## config.mk

```make
export PLATFORM = sky130hd
export DESIGN_NAME = serial_addsub
export DESIGN_NICKNAME = d
export VERILOG_FILES = /design/src/rtl/serial_addsub.sv
export SDC_FILE = /design/constraint.sdc
export NUM_CORES = 1
export LEC_CHECK = 0
export ABC_CLOCK_PERIOD_IN_PS = 2250
export CORE_ASPECT_RATIO = 1.5
export CORE_MARGIN = 10
export CORE_UTILIZATION = 55
export CTS_CLUSTER_DIAMETER = 120
export CTS_CLUSTER_SIZE = 12
export DETAILED_ROUTE_END_ITERATION = 7
export DONT_BUFFER_PORTS = 1
export PLACE_DENSITY = 0.73
export SKIP_CTS_REPAIR_TIMING = 1
export SLEW_MARGIN = 20
export SYNTH_ARGS = -nofsm -noshare
export SYNTH_HDL_FRONTEND = slang
export SYNTH_SLANG_ARGS = --single-unit
```

## constraint.sdc

```tcl
create_clock -name clk -period 2.25 [get_ports clk]
set_clock_uncertainty 0.05 [all_clocks]
set_input_delay 0.1125 -clock clk [delete_from_list [all_inputs] [get_ports clk]]
set_output_delay 0.1125 -clock clk [all_outputs]
set_load 0.01 [all_outputs]
```

## src/rtl/serial_addsub.sv

```systemverilog
// Bit-serial adder/subtractor: one result bit per clock, LSB first, valid/ready on both sides.
// Define SERIAL_ADDSUB_OVF_EN to add the signed-overflow output ovf.
module serial_addsub #(
    parameter int WIDTH = 8
) (
    input  logic             clk,
    input  logic             rst,
    input  logic             in_valid,
    output logic             in_ready,
    input  logic [WIDTH-1:0] a,
    input  logic [WIDTH-1:0] b,
    input  logic             cin,
    input  logic             mode,
    output logic             out_valid,
    input  logic             out_ready,
    output logic [WIDTH-1:0] result,
    output logic             cout
`ifdef SERIAL_ADDSUB_OVF_EN
    ,
    output logic             ovf
`endif
);

    localparam int CW = (WIDTH > 1) ? $clog2(WIDTH) : 1;

    typedef enum logic [1:0] {
        IDLE = 2'd0,
        RUN  = 2'd1,
        DONE = 2'd2
    } state_t;

    state_t           state_q, state_d;
    logic [WIDTH-1:0] a_q, a_d;
    logic [WIDTH-1:0] b_q, b_d;
    logic             c_q, c_d;
    logic             mode_q, mode_d;
    logic [CW-1:0]    cnt_q, cnt_d;
    logic [WIDTH-1:0] result_q, result_d;
    logic             cout_q, cout_d;
`ifdef SERIAL_ADDSUB_OVF_EN
    logic             ovf_q, ovf_d;
`endif

    logic a_bit, b_bit, s_bit, chain_out, last_bit;

    assign a_bit     = a_q[cnt_q];
    assign b_bit     = b_q[cnt_q];
    assign s_bit     = a_bit ^ b_bit ^ c_q;
    assign chain_out = mode_q ? ((~a_bit & b_bit) | (~(a_bit ^ b_bit) & c_q))
                              : ((a_bit & b_bit) | (b_bit & c_q) | (a_bit & c_q));
    assign last_bit  = (cnt_q == CW'(WIDTH - 1));

    // State register plus datapath registers.
    // NOTE: reset is synchronous, so it lives inside the clocked block and is
    // only seen at a rising edge; every register here gets a defined reset value.
    always_ff @(posedge clk) begin
        if (rst) begin
            state_q  <= IDLE;
            a_q      <= '0;
            b_q      <= '0;
            c_q      <= 1'b0;
            mode_q   <= 1'b0;
            cnt_q    <= '0;
            result_q <= '0;
            cout_q   <= 1'b0;
`ifdef SERIAL_ADDSUB_OVF_EN
            ovf_q    <= 1'b0;
`endif
        end else begin
            state_q  <= state_d;
            a_q      <= a_d;
            b_q      <= b_d;
            c_q      <= c_d;
            mode_q   <= mode_d;
            cnt_q    <= cnt_d;
            result_q <= result_d;
            cout_q   <= cout_d;
`ifdef SERIAL_ADDSUB_OVF_EN
            ovf_q    <= ovf_d;
`endif
        end
    end

    // Next-state logic.
    // NOTE: combinational blocks assign a default first so no path leaves a
    // variable unassigned, which would otherwise infer a latch.
    always_comb begin
        state_d = state_q;
        unique case (state_q)
            IDLE:    if (in_valid)  state_d = RUN;
            RUN:     if (last_bit)  state_d = DONE;
            DONE:    if (out_ready) state_d = IDLE;
            default: state_d = IDLE;
        endcase
    end

    // Output logic: handshakes depend on state alone.
    always_comb begin
        in_ready  = (state_q == IDLE);
        out_valid = (state_q == DONE);
    end

    // Datapath next values: capture on accept, one bit per RUN cycle.
    always_comb begin
        a_d      = a_q;
        b_d      = b_q;
        c_d      = c_q;
        mode_d   = mode_q;
        cnt_d    = cnt_q;
        result_d = result_q;
        cout_d   = cout_q;
`ifdef SERIAL_ADDSUB_OVF_EN
        ovf_d    = ovf_q;
`endif
        if (state_q == IDLE && in_valid) begin
            a_d    = a;
            b_d    = b;
            c_d    = cin;
            mode_d = mode;
            cnt_d  = '0;
        end else if (state_q == RUN) begin
            result_d[cnt_q] = s_bit;
            c_d             = chain_out;
            if (!last_bit) begin
                cnt_d = cnt_q + CW'(1);
            end else begin
                cout_d = chain_out;
`ifdef SERIAL_ADDSUB_OVF_EN
                // At the last bit a_bit/b_bit/s_bit are the sign bits.
                ovf_d = mode_q ? ((a_bit != b_bit) && (s_bit != a_bit))
                               : ((a_bit == b_bit) && (s_bit != a_bit));
`endif
            end
        end
    end

    assign result = result_q;
    assign cout   = cout_q;
`ifdef SERIAL_ADDSUB_OVF_EN
    assign ovf    = ovf_q;
`endif

endmodule

```

Yosys cells after proc, flatten, opt, wreduce, memory -nomap -nowiden
Index checks and enable logic that the tools add are counted.
- bitwise operators: 14
- order comparisons: 2
- add/sub/neg operators: 1
- reductions and logical operators: 9
- equal/unequal tests: 6
- muxes and demuxes: 14
- operators with widths (operator ; count):
    8-bit bitwise mux ; 1
    1-bit binary-select mux with 3-bit select ; 2
    1-bit 2-to-1 mux ; 6
    2-bit 2-to-1 mux ; 3
    2-bit case mux with 3 select lines ; 1
    3-bit AND reduction ; 2
    1-bit bitwise AND ; 5
    3-bit by 4-bit < comparator with 1-bit output, second input constant ; 1
    2-bit != test, second input constant ; 2
    1-bit inverter ; 4
    2-bit AND reduction ; 2
    3-bit by 1-bit adder with 3-bit output, second input constant ; 1
    1-bit demux with 3-bit select ; 1
    3-bit == test, second input constant ; 1
    3-bit by 1-bit >= comparator with 1-bit output, second input constant ; 1
    1-bit bitwise OR ; 3
    2-bit by 1-bit == test with 1-bit output, second input constant ; 1
    2-bit == test, second input constant ; 1
    1-bit logical AND ; 2
    2-bit logical NOT ; 1
    2-bit by 1-bit != test with 1-bit output, second input constant ; 1
    2-bit nonzero test ; 1
    2-bit OR reduction ; 1
    1-bit bitwise XOR ; 2
- logic and storage cells: 54
- bits in registers: 32
- input bits: 22
- output and inout port bits: 11

Longest topological paths before layout
Gate-level depths: netlist of the first run.
- word-level depth: 9
- gate-level depth with buffers: 9
- gate-level depth less buffers: 7

Least setup slack after synthesis of the first run
No wires, ideal clock.
- path type: reg2reg
- start point: register cnt_q[2]
- end point: register result_q[3], in the netlist result[3]
- library setup time: 71 ps
- buffers on the path: 2
- data arrival time: 2217 ps
- required time: 2129 ps
- slack: -87 ps
- period minus slack after synthesis: 2337 ps
- stages on the path, launching flop included: 9
- cell sequence: dfxtp_1 buf_6 mux2i_1 o21ai_1 or4_1 fa_1 clkbuf_1 nand4_1 a21oi_1
- word-level cells in the longest chain between the ends: 5
- elaborated cells between the ends (all ways): 12
- classes of those cells: order compare: 2; mux: 7; bitwise: 2; reduce/logical: 1
- RTL lines (what ; RTL line ; source):
    start: declaration ; 37 ; logic [CW-1:0] cnt_q, cnt_d;
    start signal: assignment ; 75 ; cnt_q <= cnt_d;
    1-bit binary-select mux with 3-bit select (on tied branches) ; 46, 47 ;
    1-bit 2-to-1 mux (on tied branches) ; 46, 47 ;
    1-bit bitwise XOR * (2 in series) ; 48 ; assign s_bit = a_bit ^ b_bit ^ c_q;
    net s_bit ; 44 ; logic a_bit, b_bit, s_bit, chain_out, last_bit;
    8-bit bitwise mux * ; 122 ; result_d[cnt_q] = s_bit;
    end signal: assignment ; 76 ; result_q <= result_d;
    end: declaration ; 38 ; logic [WIDTH-1:0] result_q, result_d;
The timed path passes the listed nets; every way through them passes the cells marked *. The select of a mux whose other input is x is not followed.
A chain may end at the register's enable or synchronous reset.

Worst setup path after layout of the first run
Same ends and word-level chain as after synthesis.

==> run_results.csv, run 1 <==
group,metric,value,unit
clock_tree,clk_path_buf_depth,2,
placement,globalplace.congestion,0.7639,
min_path,holdPathStages,2,
power_and_ir_drop,switching_share,25.47,%
setup_path,path_cells,"mux2i_2 > o21ai_1 > or4_4 > fa_2 > nand4_1 > a21oi_1",
floorplan,boundaryPins,33,
timing,final.min_clock_period,2.257,ns
synthesis,netlist_area,0.001520,mm2
power_and_ir_drop,pwr_density_cell,642.8,mW/mm2
power_and_ir_drop,p_seq_share,49.1,%
synthesis,yosysSeqAreaShare,42.14,%
timing,relSlewSlack,58.14,%
placement,port_buffers,0,
global_routing,overflow,0,
timing,hold_slack,-0.002474,ns
flow_run,max_cap_violations,0,
timing,setup_ws,-0.006872,ns
clock_tree,cts_sinks,32,
timing,maxSlewViolCount,0,
layout,layout_commonest_cell,"nand2_1",
detailed_routing,via_count,1321,
placement,hpwlAfterDp,2.413,mm
run_status,failed_checks,"hold timing, setup timing",
layout,area_growth,27.57,%
power_and_ir_drop,p_int,0.9291,mW
timing,hold_violations,1,
detailed_routing,route.detailed.drc,0,
timing,worst_pin_slew,0.6279,ns
layout,num_antenna_cells,0,
floorplan,initial_core_util,56.80,%
clock_tree,clkTransAtPathRegs,0.06,ns
clock_tree,cts_root_buffer,"clkbuf_8",
setup_path,cp_max_fo,8,
layout,nets,234,
layout,final_cell_area,0.001939,mm2
layout,n_fill_cell,214,
floorplan,die_area,0.005310,mm2
layout,final_cells,246,
detailed_routing,wl,3.527,mm
global_routing,grt_pass1_wl,5.409,mm
detailed_routing,drt_first_pass_iters,4,
synthesis,syn-num-nets,208,
global_routing,grt_pass1_vias,1172,
clock_tree,htreeDepth,2,
global_routing,grt_use_total,12.55,%
detailed_routing,first_iter_violations,54,
min_path,hold_class,"in2reg",
power_and_ir_drop,pwr-share-clk,36.5,%
power_and_ir_drop,ir_drop,0.4960,mV
floorplan,rows,23,
setup_path,critPathRequiredTime,2.42,ns
setup_path,cpPeakStageDelay,0.63,ns
layout,mostFrequentLayoutCells,"nand2_1 (39), dfxtp_1 (29), a21oi_1 (25)",
setup_path,worst_setup_path_start_kind,"register",
synthesis,ys_ff_latch,32,
detailed_routing,ant_nets,0,
timing,period_share,100.3,%
synthesis,ys_warn_count,0,
timing,finalSetupViolations,2,
clock_tree,cts_tree,"built",
timing,fmax,0.4431,GHz
detailed_routing,wire_per_inst,14.34,um
setup_path,crit_type,"reg2reg",
setup_path,worstRegToRegCells,6,
placement,dp_cells,218,
synthesis,yosysUniqueCellTypes,32,
layout,drive_gt1_share,18.66,%
detailed_routing,via_per_inst,5.370,
timing,rsz0062_at_grt,"true",
setup_path,slowest_stage,"fa_2",
global_routing,grt_max_degree,33,
floorplan,die_w,62.93,um
setup_path,cp.arrival,2.43,ns
floorplan,coreArea,0.002676,mm2
power_and_ir_drop,p_sw,0.3176,mW
clock_tree,insertion_delay,0.29,ns
placement,place_area,0.001590,mm2
power_and_ir_drop,leakagePower,0.7089,nW
synthesis,synth.avg_cell_area,8.353,um2
setup_path,end_kind,"register",
run_status,status,"finished with violations",
power_and_ir_drop,combinationalPowerShare,14.4,%
global_routing,antenna_found_initial,0,
floorplan,die_h,84.39,um
clock_tree,numCtsBuffers,5,
synthesis,synthCells,182,
==> cells by family after synthesis <==
kind of cell | Yosys count | synth area share, %
fa+ha+maj | 4 | 4.280
buf+inv | 18 | 6.091
compound gates | 40 | 14.40
mux | 10 | 6.585
xor+xnor | 1 | 0.5762
flops | 32 | 42.14
simple gates | 77 | 25.93
==> cells in the mapped netlist <==
master     n  area [um2]
nand3b_1   2       15.01
nor2_1     7       26.28
dfxtp_1   32       640.6
o221ai_1   2       17.52
o21ai_1    1       5.000
o32ai_1    1       8.760
nor4_1     1       6.260
nor3b_2    2       25.02
nor3b_1    1       7.510
nand2b_1   3       18.77
a211oi_1   1       7.510
a21oi_1   27       135.1
clkbuf_1   5       18.77
nor2b_1    4       25.02
ha_1       2       25.02
or3b_1     2       17.52
or4_1      1       7.510
fa_1       2       40.04
inv_1      3       11.26
buf_6      2       22.52
o21ai_0    6       30.03
nand4b_1   1       8.760
mux2i_1   10       100.1
xnor2_1    1       8.760
nand4_1    2       12.51
o31ai_1    2       15.01
nor3_1     4       20.02
nand2_1   39       146.4
and3b_1    1       8.760
nand3_1    6       30.03
nor3b_4    1       18.77
buf_2      8       40.04
==> through the flow <==
step	setup WS [ns]	utilization (%)	total power, mW	TNS, ns
after floorplan	0.02397	-	0.7379	0
after global placement	-0.09556	59.42	0.7484	-0.6800
after detailed placement	-0.2068	59.42	0.7546	-1.756
after CTS	-0.2390	62.93	1.209	-1.935
after global routing	-0.07394	72.46	1.309	-0.5126
final	-0.006872	72.46	1.247	-0.008317
==> worst max-delay path: cells and delay by family (launching register included) <==
kind | cells | cell delay, ns
AOI/OAI and AO/OA | 2 | 0.27
adders and majority gates | 1 | 0.63
DFF | 1 | 0.39
muxes | 1 | 0.23
and+or+nand+nor | 2 | 0.61
==> layout make-up <==
class / instances / area, um2 / area share (%)
tap: 37 / 46.29 / 2.387
sequential: 32 / 646.9 / 33.35
clock inverter: 1 / 7.507 / 0.3871
clock buffer: 7 / 86.33 / 4.452
inverter: 3 / 11.26 / 0.5806
multi-input combinational: 132 / 828.3 / 42.71
timing repair buffer: 34 / 312.8 / 16.13
==> state kept, by name (all words and copies together), names as in the netlist <==
name     count
cnt_q        3
state_q      2
mode_q       1
a_q          8
b_q          8
c_q          1
result       8
cout         1
==> worst paths after layout <==
kind            start        end  slack (ns)
max          cnt_q[2]  result[3]      -0.007
min               cin        c_q      -0.002
max reg2reg  cnt_q[2]  result[3]      -0.007
min reg2reg    a_q[6]     a_q[6]        0.41
==> power by group through the flow <==
| stage | logic (mW) | registers, mW | clock network, mW |
|---|---|---|---|
| final | 0.179 | 0.612 | 0.456 |
| after global routing | 0.197 | 0.616 | 0.496 |
| after CTS | 0.130 | 0.612 | 0.467 |
| after detailed placement | 0.130 | 0.625 | 0 |
| after global placement | 0.125 | 0.624 | 0 |
| after floorplan | 0.122 | 0.616 | 0 |
==> layer usage <==
metal | up-vias | track usage (%) | wire length [um]
li1 | 677 | - | -
met1 | 606 | 12.58 | 1383
met2 | 32 | 21.13 | 1863
met3 | 6 | 5.718 | 211
met4 | 0 | 6.735 | 68
met5 | - | 0 | 0
(Power assumes the default switching activity.)
==> run 2: changes to the inputs <==
--- a/config.mk
+++ b/config.mk
@@ -14,7 +14,9 @@
 export DETAILED_ROUTE_END_ITERATION = 7
 export DONT_BUFFER_PORTS = 1
 export PLACE_DENSITY = 0.73
+export RECOVER_POWER = 50
 export SKIP_CTS_REPAIR_TIMING = 1
+export SKIP_LAST_GASP = 1
 export SLEW_MARGIN = 20
 export SYNTH_ARGS = -nofsm -noshare
 export SYNTH_HDL_FRONTEND = slang
==> run 2 against run 1 <==
Effect of this change: the run still ends with hold timing, setup timing left; largest power group unchanged; first-iteration DRC count unchanged; clock-buffer cell count unchanged; register-to-register slack about the same; highest routed layer unchanged; cell area down 0.58%.
==> run_results.csv, run 2 (same netlist as run 1, synthesis figures left out) <==
group,metric,value,unit
global_routing,grt_pass1_vias,1172,
setup_path,path_cells,"mux2i_2 > o21ai_1 > or4_4 > fa_2 > nand4_1 > a21oi_1",
floorplan,die_w,62.93,um
layout,final_cells,246,
timing,tns,-0.009548,ns
placement,port_buffers,0,
power_and_ir_drop,ir_drop,0.4937,mV
layout,drive_gt1_share,18.18,%
power_and_ir_drop,pwr-share-clk,36.6,%
power_and_ir_drop,p_seq_share,49.2,%
floorplan,rows,23,
clock_tree,cts_tree,"built",
floorplan,initial_core_util,56.80,%
power_and_ir_drop,p_int,0.9274,mW
setup_path,slowest_stage,"fa_2",
placement,globalplace.congestion,0.7639,
global_routing,overflow,0,
power_and_ir_drop,pwr_density_cell,645.7,mW/mm2
setup_path,cp.arrival,2.43,ns
floorplan,die_h,84.39,um
power_and_ir_drop,switching_share,25.51,%
run_status,failed_checks,"hold timing, setup timing",
floorplan,coreArea,0.002676,mm2
global_routing,grt_use_total,12.55,%
detailed_routing,first_iter_violations,54,
setup_path,r2r_slack,-0.007,ns
timing,worst_pin_slew,0.7233,ns
layout,area_growth,26.83,%
placement,hpwlAfterDp,2.413,mm
global_routing,grt_max_degree,33,
floorplan,die_area,0.005310,mm2
global_routing,antenna_found_initial,0,
layout,final_cell_area,0.001928,mm2
clock_tree,htreeDepth,2,
detailed_routing,via_per_inst,5.366,
setup_path,critPathRequiredTime,2.42,ns
timing,maxSlewViolCount,0,
run_status,status,"finished with violations",
timing,relSlewSlack,51.68,%
flow_run,max_cap_violations,0,
timing,finalSetupViolations,2,
setup_path,worst_setup_path_start_kind,"register",
timing,setup_ws,-0.007346,ns
power_and_ir_drop,p_sw,0.3175,mW
clock_tree,clk_path_buf_depth,2,
clock_tree,numCtsBuffers,5,
power_and_ir_drop,combinationalPowerShare,14.2,%
detailed_routing,drt_first_pass_iters,4,
placement,dp_cells,218,
layout,mostFrequentLayoutCells,"nand2_1 (39), dfxtp_1 (29), a21oi_1 (25)",
clock_tree,cts_root_buffer,"clkbuf_8",
timing,fmax,0.4430,GHz
clock_tree,cts_sinks,32,
layout,nets,234,
power_and_ir_drop,leakagePower,0.7056,nW
timing,hold_slack,-0.002554,ns
timing,rsz0062_at_grt,"true",
setup_path,cpPeakStageDelay,0.63,ns
clock_tree,clkTransAtPathRegs,0.06,ns
global_routing,grt_pass1_wl,5.409,mm
min_path,hold_class,"in2reg",
setup_path,end_kind,"register",
placement,place_area,0.001590,mm2
clock_tree,insertion_delay,0.29,ns
setup_path,path_buf_inv,0,
detailed_routing,route.detailed.drc,0,
detailed_routing,ant_nets,0,
timing,hold_violations,1,
layout,num_antenna_cells,0,
detailed_routing,wl,3.524,mm
timing,final.min_clock_period,2.257,ns
setup_path,crit_type,"reg2reg",
layout,layout_commonest_cell,"nand2_1",
detailed_routing,wire_per_inst,14.33,um
setup_path,crit_family,"adder cells",
setup_path,cp_max_fo,8,
detailed_routing,via_count,1320,
floorplan,boundaryPins,33,
layout,n_fill_cell,216,
timing,period_share,100.3,%
-- run 2: cell counts in the layout (fill, tap and decap cells not counted) --
No cell type changed its count.
-- run 2: layout make-up --
cell class | instances | area, um2 | share of cell area [%]
sequential | 32 | 646.9 | 33.55
multi-input combinational | 132 | 817.0 | 42.38
timing repair buffer | 34 | 312.8 | 16.22
clock buffer | 7 | 86.33 | 4.478
clock inverter | 1 | 7.507 | 0.3894
tap | 37 | 46.29 | 2.401
inverter | 3 | 11.26 | 0.5840
-- run 2: power by group through the flow --
stage | logic [mW] | registers, mW | clock network (mW)
floorplan | 0.122 | 0.616 | 0
global placement | 0.125 | 0.624 | 0
detailed placement | 0.130 | 0.625 | 0
CTS | 0.130 | 0.612 | 0.467
global route | 0.195 | 0.616 | 0.496
finish | 0.177 | 0.612 | 0.456
-- run 2: per-layer routing --
layer	wire length, um	up-vias	global-route usage [%]
li1	-	677	-
met1	1384	605	12.58
met2	1860	32	21.13
met3	211	6	5.718
met4	68	0	6.735
met5	0	-	0
-- run 2: worst paths after layout --
| kind | start | to | cells past startpoint |
|---|---|---|---|
| max | cnt_q[2] | result[3] | 6 |
| min | cin | c_q | 2 |
| max reg2reg | cnt_q[2] | result[3] | 6 |
| min reg2reg | a_q[6] | a_q[6] | 2 |
-- run 2: stage by stage --
stage | power, mW | worst slack (ns) | utilization, % | hold WS (ns)
floorplan | 0.7379 | 0.02397 | - | 0.1400
global placement | 0.7484 | -0.09556 | 59.42 | 0.1358
detailed placement | 0.7546 | -0.2068 | 59.42 | 0.1377
CTS | 1.209 | -0.2390 | 62.93 | -0.1726
global route | 1.307 | -0.07394 | 72.04 | 0.004884
finish | 1.245 | -0.007346 | 72.04 | -0.002554
==> run 3: changes to the inputs <==
--- a/config.mk
+++ b/config.mk
@@ -5,6 +5,7 @@
 export SDC_FILE = /design/constraint.sdc
 export NUM_CORES = 1
 export LEC_CHECK = 0
+export ABC_AREA = 1
 export ABC_CLOCK_PERIOD_IN_PS = 2250
 export CORE_ASPECT_RATIO = 1.5
 export CORE_MARGIN = 10
==> run 3 against run 2 <==
Effect of this change: wire length shrank 8.2%; cell area down 10%; the run ends with hold timing left; largest cell class unchanged; global-route usage is essentially flat.
==> run_results.csv, run 3 <==
group,metric,value,unit
run_status,status,"finished with violations",
run_status,failed_checks,"hold timing",
layout,nets,266,
synthesis,yosysUniqueCellTypes,22,
global_routing,antenna_found_initial,0,
layout,drive_gt1_share,5.882,%
setup_path,worst-path-stages,13,
floorplan,die_area,0.005395,mm2
clock_tree,htreeDepth,2,
layout,mostFrequentLayoutCells,"nor2_1 (61), nand2_1 (61), dfxtp_1 (31)",
clock_tree,numCtsBuffers,5,
timing,tns,0,ns
clock_tree,clk_path_buf_depth,2,
floorplan,die_w,63.40,um
synthesis,synthCells,225,
timing,period_share,87.72,%
power_and_ir_drop,pwr_density_cell,682.7,mW/mm2
setup_path,crit_type,"reg2reg",
setup_path,slowest_stage,"fa_1",
min_path,hold_class,"in2reg",
synthesis,synth.avg_cell_area,6.907,um2
detailed_routing,via_per_inst,5.069,
synthesis,synth_common_cells,"nand2_1 (60), nor2_1 (60), dfxtp_1 (32)",
clock_tree,cts_root_buffer,"clkbuf_8",
detailed_routing,route.detailed.drc,0,
clock_tree,clkTransAtPathRegs,0.06,ns
setup_path,worstRegToRegCells,13,
detailed_routing,drt_first_pass_iters,4,
synthesis,async_flop_share,0,%
synthesis,netlist_area,0.001554,mm2
floorplan,die_h,85.10,um
placement,hpwlAfterDp,2.443,mm
setup_path,path_buf_inv,3,
setup_path,r2r-start,"cnt_q[0]",
floorplan,rows,23,
synthesis,synth_top_cells_by_area,"dfxtp_1 (41%), nand2_1 (14%), nor2_1 (14%), o21ai_0 (6.4%), buf_6 (4.3%)",
detailed_routing,wl,3.236,mm
flow_run,max_cap_violations,0,
setup_path,r2r_slack,0.28,ns
setup_path,critPathCapture,"result[6]",
power_and_ir_drop,ir_drop,0.4516,mV
power_and_ir_drop,leakagePower,0.7719,nW
global_routing,grt_max_degree,29,
timing,finalSetupViolations,0,
clock_tree,insertion_delay,0.28,ns
global_routing,grt_pass1_wl,5.485,mm
synthesis,synth_area_leader_cell,"dfxtp_1",
setup_path,worstReg2RegEnd,"result[6]",
setup_path,cp.arrival,2.10,ns
setup_path,crit_family,"simple AND/OR/NAND/NOR gates",
clock_tree,cts_sinks,32,
synthesis,ys_warn_count,0,
global_routing,overflow,0,
layout,num_antenna_cells,0,
layout,area_growth,11.67,%
setup_path,crit_top_cell,"nand2_1",
timing,worst_pin_slew,0.6241,ns
placement,dp_cells,256,
timing,hold_slack,-0.05357,ns
detailed_routing,wire_per_inst,11.77,um
timing,final.min_clock_period,1.974,ns
timing,maxSlewViolCount,0,
global_routing,grt_use_total,12.58,%
detailed_routing,via_count,1394,
synthesis,ys.flop_type,"dfxtp_1",
setup_path,path_cells,"inv_4 > nand2_1 > nand2_1 > nand2_1 > nand2_1 > nand2_1 > nand2_1 > inv_1 > fa_1 > inv_1 > nand3_1 > nand2_1 > nor2_1",
synthesis,syn-num-nets,251,
timing,rsz0062_at_grt,"false",
detailed_routing,first_iter_violations,46,
clock_tree,cts_tree,"built",
setup_path,critPathRequiredTime,2.38,ns
global_routing,grt_pass1_vias,1332,
detailed_routing,ant_nets,0,
setup_path,worst_setup_path_start_kind,"register",
setup_path,cpPeakStageDelay,0.51,ns
timing,fmax,0.5067,GHz
synthesis,yosysTopAreaCellShare,41.22,%
timing,hold_violations,5,
floorplan,boundaryPins,33,
timing,relSlewSlack,58.29,%
layout,final_util,64.15,%
synthesis,ys_ff_latch,32,
synthesis,yosysSeqAreaShare,41.22,%
placement,port_buffers,0,
setup_path,end_kind,"register",
floorplan,coreArea,0.002705,mm2
setup_path,cp_max_fo,13,
placement,globalplace.congestion,0.8327,
floorplan,initial_core_util,57.45,%
setup_path,startpoint,"cnt_q[0]",
synthesis,synth-edff-count,0,
layout,final_cells,275,
==> run 3: how the worst min path moves through the flow <==
stage / from / to / slack, ns / cells past startpoint
3_5_place_dp: rst / state_q[0] / 0.14 / 1
4_1_cts: rst / state_q[0] / -0.16 / 1
3_3_place_gp: rst / state_q[0] / 0.13 / 1
6_report: b[0] / b_q[0] / -0.05 / 2
5_1_grt: b[4] / b_q[4] / 0.005 / 2
2_1_floorplan: rst / state_q[0] / 0.13 / 1
==> run 3: through the flow <==
| stage | total power, mW | cell area, um2 | worst slack [ns] |
|---|---|---|---|
| floorplan | 0.7788 | 1554 | 0.3697 |
| global placement | 0.7898 | 1540 | 0.2377 |
| detailed placement | 0.7960 | 1540 | 0.2125 |
| CTS | 1.179 | 1609 | 0.1720 |
| global route | 1.252 | 1735 | 0.03864 |
| finish | 1.185 | 1735 | 0.2764 |
==> run 3: cell families after synthesis <==
logic type | share of synthesized area (%)
simple gates | 36.47
compound gates | 9.501
fa+ha+maj | 4.187
flops | 41.22
buf+inv | 8.615
==> run 3: routing by layer <==
metal	GRT usage (%)	vias to the layer above	share of wire [%]
met5	0	-	0
met4	9.182	0	3.2
met3	5.000	10	6.3
met2	22.20	33	50
met1	11.26	619	41
li1	-	732	-
==> run 3: layout make-up <==
cell class | count | area [um2]
inverters | 13 | 51.30
fillers | 275 | 969.7
repair buffers | 17 | 162.7
multi-input cells | 171 | 764.5
flip-flops and latches | 32 | 641.9
clock buffers | 5 | 68.82
well taps | 37 | 46.29
==> run 3: report_power, final <==
| part | switching, mW | leakage [nW] | internal (mW) | total, mW |
|---|---|---|---|---|
| logic | 0.111 | 0.473 | 0.0659 | 0.177 |
| registers | 0.0212 | 0.263 | 0.601 | 0.622 |
| clock network | 0.187 | 0.0359 | 0.199 | 0.385 |
| total | 0.319 | 0.772 | 0.866 | 1.18 |
